[config.mk]
export PLATFORM = sky130hd
export DESIGN_NAME = wb_arbiter
export DESIGN_NICKNAME = d
export VERILOG_FILES = /design/src/rtl/wb_pkg.sv /design/src/rtl/wb_fifo.sv /design/src/rtl/wb_arbiter.sv
export SDC_FILE = /design/constraint.sdc
export NUM_CORES = 1
export LEC_CHECK = 0
export ABC_CLOCK_PERIOD_IN_PS = 3100
export CAP_MARGIN = 20
export CORE_MARGIN = 5
export CORE_UTILIZATION = 48
export DETAILED_ROUTE_END_ITERATION = 10
export PLACE_DENSITY = 0.76
export SYNTH_ARGS = -nofsm -noshare
export SYNTH_HDL_FRONTEND = slang
export SYNTH_HIERARCHICAL = 1
export SYNTH_SLANG_ARGS = --single-unit
[constraint.sdc]
create_clock -name clk -period 3.1 [get_ports clk]
set_input_delay 0.62 -clock clk [delete_from_list [all_inputs] [get_ports clk]]
set_output_delay 0.62 -clock clk [all_outputs]
set_load 0.05 [all_outputs]
[src/rtl/wb_pkg.sv]
// Shared types and constants for the writeback arbiter.
//   REG_ADDR_W / XLEN   : register-file address and data widths
//   NUM_REGS            : number of architectural registers (width of pend_mask)
//   DEFAULT_DEPTH       : default secondary FIFO depth
//   DEFAULT_MAX_WAIT    : default starvation threshold
//   wb_entry_t          : one buffered secondary result
package wb_pkg;

    localparam int REG_ADDR_W       = 5;
    localparam int XLEN             = 32;
    localparam int NUM_REGS         = 1 << REG_ADDR_W;
    localparam int DEFAULT_DEPTH    = 4;
    localparam int DEFAULT_MAX_WAIT = 8;

    typedef struct packed {
        logic                  live;
        logic [REG_ADDR_W-1:0] addr;
        logic [XLEN-1:0]       data;
    } wb_entry_t;

endpackage

[src/rtl/wb_fifo.sv]
// Circular buffer for secondary writeback results with per-entry live bits.
//   clk, rst    : clock, synchronous active-high reset (empties the buffer)
//   push        : enqueue push_entry at this edge (ignored when full)
//   push_entry  : entry to enqueue
//   pop         : drop the head entry at this edge (ignored when empty)
//   kill_en     : clear live on every entry whose addr == kill_addr,
//   kill_addr     including an entry being pushed at the same edge
//   head        : head entry; head.live is 0 when the buffer is empty
//   empty, full : occupancy flags from the registered count
//   pend_mask   : bit i set when a live entry targets register i (bit 0 never)
module wb_fifo
    import wb_pkg::*;
#(
    parameter int DEPTH = DEFAULT_DEPTH
) (
    input  logic                  clk,
    input  logic                  rst,
    input  logic                  push,
    input  wb_entry_t             push_entry,
    input  logic                  pop,
    input  logic                  kill_en,
    input  logic [REG_ADDR_W-1:0] kill_addr,
    output wb_entry_t             head,
    output logic                  empty,
    output logic                  full,
    output logic [NUM_REGS-1:0]   pend_mask
);

    localparam int PTR_W = $clog2(DEPTH);
    localparam int CNT_W = PTR_W + 1;

    logic [PTR_W-1:0]      head_ptr_q, head_ptr_d;
    logic [PTR_W-1:0]      tail_ptr_q, tail_ptr_d;
    logic [CNT_W-1:0]      count_q, count_d;
    logic [DEPTH-1:0]      live_q, live_d;
    logic [REG_ADDR_W-1:0] mem_addr_q [DEPTH];
    logic [REG_ADDR_W-1:0] mem_addr_d [DEPTH];
    logic [XLEN-1:0]       mem_data_q [DEPTH];
    logic [XLEN-1:0]       mem_data_d [DEPTH];

    logic push_ok;
    logic pop_ok;

    assign empty   = (count_q == '0);
    assign full    = (count_q == CNT_W'(DEPTH));
    assign push_ok = push && !full;
    assign pop_ok  = pop && !empty;

    assign head.live = !empty && live_q[head_ptr_q];
    assign head.addr = mem_addr_q[head_ptr_q];
    assign head.data = mem_data_q[head_ptr_q];

    always_comb begin
        head_ptr_d = head_ptr_q;
        tail_ptr_d = tail_ptr_q;
        count_d    = count_q;
        live_d     = live_q;
        mem_addr_d = mem_addr_q;
        mem_data_d = mem_data_q;

        // Slots outside the occupied range already hold live=0, so the kill
        // can sweep every slot without a range check.
        if (kill_en) begin
            for (int i = 0; i < DEPTH; i++) begin
                if (mem_addr_q[i] == kill_addr) begin
                    live_d[i] = 1'b0;
                end
            end
        end

        // Clearing live on pop keeps vacant slots out of pend_mask.
        if (pop_ok) begin
            live_d[head_ptr_q] = 1'b0;
            head_ptr_d         = head_ptr_q + PTR_W'(1);
        end

        // A same-edge primary write to the same register makes the new
        // entry stale on arrival: the secondary is always the older result.
        if (push_ok) begin
            mem_addr_d[tail_ptr_q] = push_entry.addr;
            mem_data_d[tail_ptr_q] = push_entry.data;
            live_d[tail_ptr_q]     = push_entry.live &&
                                     !(kill_en && (push_entry.addr == kill_addr));
            tail_ptr_d             = tail_ptr_q + PTR_W'(1);
        end

        case ({push_ok, pop_ok})
            2'b10:   count_d = count_q + CNT_W'(1);
            2'b01:   count_d = count_q - CNT_W'(1);
            default: count_d = count_q;
        endcase
    end

    always_comb begin
        pend_mask = '0;
        for (int i = 0; i < DEPTH; i++) begin
            if (live_q[i]) begin
                pend_mask[mem_addr_q[i]] = 1'b1;
            end
        end
        pend_mask[0] = 1'b0;
    end

    always_ff @(posedge clk) begin
        mem_addr_q <= mem_addr_d;
        mem_data_q <= mem_data_d;
        if (rst) begin
            head_ptr_q <= '0;
            tail_ptr_q <= '0;
            count_q    <= '0;
            live_q     <= '0;
        end else begin
            head_ptr_q <= head_ptr_d;
            tail_ptr_q <= tail_ptr_d;
            count_q    <= count_d;
            live_q     <= live_d;
        end
    end

endmodule

[src/rtl/wb_arbiter.sv]
// Writeback arbiter owning the single register-file write port.
//   clk, rst          : clock, synchronous active-high reset
//   p_valid/p_addr/
//   p_data            : in-order primary writeback; always wins the port
//   s_valid/s_ready/
//   s_addr/s_data     : long-latency secondary results, buffered in a FIFO
//   werf/wa/wd        : registered register-file write port
//   stall             : registered request to hold the primary off
//   pend_mask         : registers targeted by live buffered results
module wb_arbiter
    import wb_pkg::*;
#(
    parameter int DEPTH    = DEFAULT_DEPTH,
    parameter int MAX_WAIT = DEFAULT_MAX_WAIT
) (
    input  logic                  clk,
    input  logic                  rst,
    input  logic                  p_valid,
    input  logic [REG_ADDR_W-1:0] p_addr,
    input  logic [XLEN-1:0]       p_data,
    input  logic                  s_valid,
    output logic                  s_ready,
    input  logic [REG_ADDR_W-1:0] s_addr,
    input  logic [XLEN-1:0]       s_data,
    output logic                  werf,
    output logic [REG_ADDR_W-1:0] wa,
    output logic [XLEN-1:0]       wd,
    output logic                  stall,
    output logic [NUM_REGS-1:0]   pend_mask
);

    localparam int STARVE_W = $clog2(MAX_WAIT + 1);

    logic                  werf_q, werf_d;
    logic [REG_ADDR_W-1:0] wa_q, wa_d;
    logic [XLEN-1:0]       wd_q, wd_d;
    logic                  stall_q, stall_d;
    logic [STARVE_W-1:0]   starve_q, starve_d;

    wb_entry_t fifo_head;
    wb_entry_t push_entry;
    logic      fifo_empty;
    logic      fifo_full;
    logic      fifo_push;
    logic      fifo_pop;
    logic      p_write;
    logic      pop_live;
    logic      pop_dead;
    logic      head_killed;

    assign p_write = p_valid && (p_addr != '0);

    // s_ready looks only at the registered count, so a pop can never free a
    // slot for a push at the same edge.
    assign s_ready   = !fifo_full && !rst;
    assign fifo_push = s_valid && s_ready && (s_addr != '0);

    assign push_entry.live = 1'b1;
    assign push_entry.addr = s_addr;
    assign push_entry.data = s_data;

    // The live head drains only when the primary leaves the port free; a
    // killed head costs no write slot and is dropped at any edge.
    assign pop_live    = fifo_head.live && !p_write;
    assign pop_dead    = !fifo_empty && !fifo_head.live;
    assign fifo_pop    = pop_live || pop_dead;
    assign head_killed = fifo_head.live && p_write && (fifo_head.addr == p_addr);

    wb_fifo #(
        .DEPTH (DEPTH)
    ) u_fifo (
        .clk        (clk),
        .rst        (rst),
        .push       (fifo_push),
        .push_entry (push_entry),
        .pop        (fifo_pop),
        .kill_en    (p_write),
        .kill_addr  (p_addr),
        .head       (fifo_head),
        .empty      (fifo_empty),
        .full       (fifo_full),
        .pend_mask  (pend_mask)
    );

    always_comb begin
        werf_d = 1'b0;
        wa_d   = '0;
        wd_d   = '0;
        if (p_write) begin
            werf_d = 1'b1;
            wa_d   = p_addr;
            wd_d   = p_data;
        end else if (pop_live) begin
            werf_d = 1'b1;
            wa_d   = fifo_head.addr;
            wd_d   = fifo_head.data;
        end
    end

    // The counter measures how long the current live head has been waiting;
    // it saturates at MAX_WAIT so stall holds while the primary keeps winning.
    always_comb begin
        starve_d = starve_q;
        if (!fifo_head.live || pop_live || head_killed) begin
            starve_d = '0;
        end else if (starve_q != STARVE_W'(MAX_WAIT)) begin
            starve_d = starve_q + STARVE_W'(1);
        end
        stall_d = (starve_d == STARVE_W'(MAX_WAIT));
    end

    always_ff @(posedge clk) begin
        if (rst) begin
            werf_q   <= 1'b0;
            wa_q     <= '0;
            wd_q     <= '0;
            stall_q  <= 1'b0;
            starve_q <= '0;
        end else begin
            werf_q   <= werf_d;
            wa_q     <= wa_d;
            wd_q     <= wd_d;
            stall_q  <= stall_d;
            starve_q <= starve_d;
        end
    end

    assign werf  = werf_q;
    assign wa    = wa_q;
    assign wd    = wd_q;
    assign stall = stall_q;

endmodule

==> reports/metrics.cfg <==
[sta]
whs_ns=0.523
min_period_ns=3.03
rsz0062_at_grt=no
finalSetupViolations=0
max_slew_margin_pct=46.5
fin_skew_ns=0.00824
max_freq_ghz=0.330
drv_slew=0
finalCritPeriodShare_pct=97.7
finalHoldViolCount=0
worst_pin_slew_ns=0.802
layout_setup_ws_ns=0.0699

[cells_and_area]
final_nets=913
fin_area_sq_um=11400
drive_gt1_share_pct=15.8
area_growth_pct=26.2
fillers=1420

[clock_tree]
insertion_delay_ns=0.49
cts_buffers=21
root_buffer=clkbuf_16
h-tree-depth=1
clk_pin_slew_ns=0.06
cts_tree=done
clock-sinks=202
post_cts_buffers=0
cts_buffer_depth=3

[synth]
synth-edff-count=148
ys_ff_latch=202
postSynthCellCount=668
yosys-top-cells-count=edfxtp_1 (148), nand2_1 (56), dfxtp_1 (54), a21oi_1 (52), nand3_1 (41)
syn_avg_cell_area_sq_um=13.5
yosysSeqAreaShare_pct=61.1
netlist.area_leader.share_pct=49.1
synth_top_area_cell=edfxtp_1
async_reset_ff_share_pct=0
synth_ff_type=edfxtp_1
synth_nets=758
synth_area_leaders=edfxtp_1 (49%), dfxtp_1 (12%), mux4_2 (9.5%)
ys_types=47
synth.most_common_cell=edfxtp_1
ys_warn_count=6
synth.cell_area_sq_um=9040

[grt]
grt_max_degree=52
grt_overflow=0
grt_pass1_vias=6667
antenna_found_initial=2
grtUsageTotal_pct=21.1
grt_pass1_wl_um=36500

[outcome]
outcome=complete, no violations

[placement]
post-place-ws_ns=-0.434
place_congestion=0.910
placed_area_sq_um=10800
port-buffer-count=148
dp_hpwl_um=15700

[detailed_routing]
drc_errors=0
drt_first_pass_iters=5
wirelength_um=23300
wl_per_cell_um=21.7
viasPerCell=5.91
vias=6343
detail-route-antenna-nets=0
drtIter0Drc=493

[min_path]
hold_class=register to register

[die]
fp.dieW_um=147
core_area_sq_um=18600
initial_core_util_pct=48.5
die_h_um=147
num_rows=50
die_area_sq_um=21700
ios=150

[worst_setup_path]
arrival_ns=2.41
end_kind=output port
crit_fanout=7
critical_path_buf_inv_count=1
start_kind=register
path_class=register to output port
crit_chain=or3b_1 -> o22ai_1 -> a221o_1 -> dlygate4sd2_1
critPathMaxStageDelay_ns=0.56
cp_top_family=simple AND/OR/NAND/NOR gates
crit_path_top_delay_cell=or3b_1
critical_path_required_ns=2.48

[run]
drv_cap=0

[power]
ir_drop_v=0.000537
power.static_leakage_uw=0.00387
pwr_density_cell_nw_per_um2=569

[worst reg2reg max path, delay by kind of cell, from the launching register on]
| family | cells | cell delay (ns) |
|---|---|---|
| simple gates | 2 | 0.46 |
| compound gates | 2 | 0.32 |
| buf+inv | 1 | 0.05 |
| xor+xnor | 1 | 0.16 |
| fa+ha+maj | 2 | 0.57 |
| flops | 1 | 0.38 |
| mux | 2 | 0.64 |
[per-stage QoR]
step	power (uW)	util [%]	std cells	setup TNS, ns
global route	6780	61.2	1073	0
detailed placement	4240	57.8	1034	-0.688
floorplan	3900	-	668	-0.0655
global placement	4200	57.8	1034	-0.516
CTS	6560	61.1	1072	0
finish	6500	61.2	1073	0
[where the power goes]
| part | internal (uW) | leakage [uW] | switching [uW] |
|---|---|---|---|
| Sequential | 3020 | 0.00179 | 66.1 |
| Combinational | 516 | 0.00177 | 569 |
| Clock | 1330 | 0.000316 | 997 |
[cells in the final DEF (no fill, tap or decap), types with 20 or more instances in the layout]
master             n
mux4_2            38
nand2_1           56
edfxtp_1         148
clkdlybuf4s50_1  114
clkbuf_16         21
nor2_1            31
dlygate4sd2_1     20
a21oi_1           52
nand3_1           41
buf_4             43
dfxtp_1           52
xnor2_1           29
[final cells by class]
class                      instances  area (sq um)  area share [%]
antenna                            1          2.50          0.0219
clock buffer                      22           529            4.64
timing repair buffer             182          1680            14.7
multi-input combinational        402          3220            28.2
sequential                       202          5530            48.4
clock inverter                    16           111           0.976
inverter                          14          52.6           0.460
tap                              234           293            2.57
[registers in the layout, indices dropped and copies added (netlist names)]
| register | count |
|---|---|
| u_fifo/mem_data_q | 128 |
| wd | 32 |
| u_fifo/mem_addr_q | 20 |
| wa | 5 |
| starve_q | 4 |
| u_fifo/live_q | 4 |
| u_fifo/count_q | 3 |
| u_fifo/head_ptr_q | 2 |
| u_fifo/tail_ptr_q | 2 |
| stall | 1 |
| werf | 1 |
[cells by family after synthesis]
logic type                 Yosys count  share of synthesized area [%]
DFF                                202                           61.1
and+or+nand+nor                    188                           10.7
AOI/OAI and AO/OA                  120                           8.86
buffers and inverters               64                           3.92
muxes                               44                           10.1
xor gates and xnor gates            36                           3.49
adders and majority gates           12                           1.74
other                                2                         0.0831
[path summary, 6_finish.rpt]
check                                          start           endpoint  slack (ns)  cells after the start
worst max-delay path            u_fifo/mem_addr_q[6]      pend_mask[20]        0.07                      4
worst min-delay path               u_fifo/count_q[2]  u_fifo/count_q[2]        0.52                      2
worst max register to register      u_fifo/live_q[3]  u_fifo/count_q[2]        0.44                     10
worst min register to register     u_fifo/count_q[2]  u_fifo/count_q[2]        0.52                      2
[layer usage]
layer | GRT usage (%) | vias to the layer above | part of all wire [%]
met5 | 0 | - | 0.051
met4 | 7.60 | 2 | 3.4
met3 | 3.45 | 64 | 7.1
met2 | 37.3 | 294 | 51
met1 | 26.3 | 3122 | 38
li1 | - | 2861 | -
[timing repair]
action                                  4_1_cts  5_1_grt
gates resized for setup                      24        9
hold buffers                                  0        0
pin swaps                                     0        1
endpoints found under the setup margin       23        9
(Power assumes the default switching activity.)
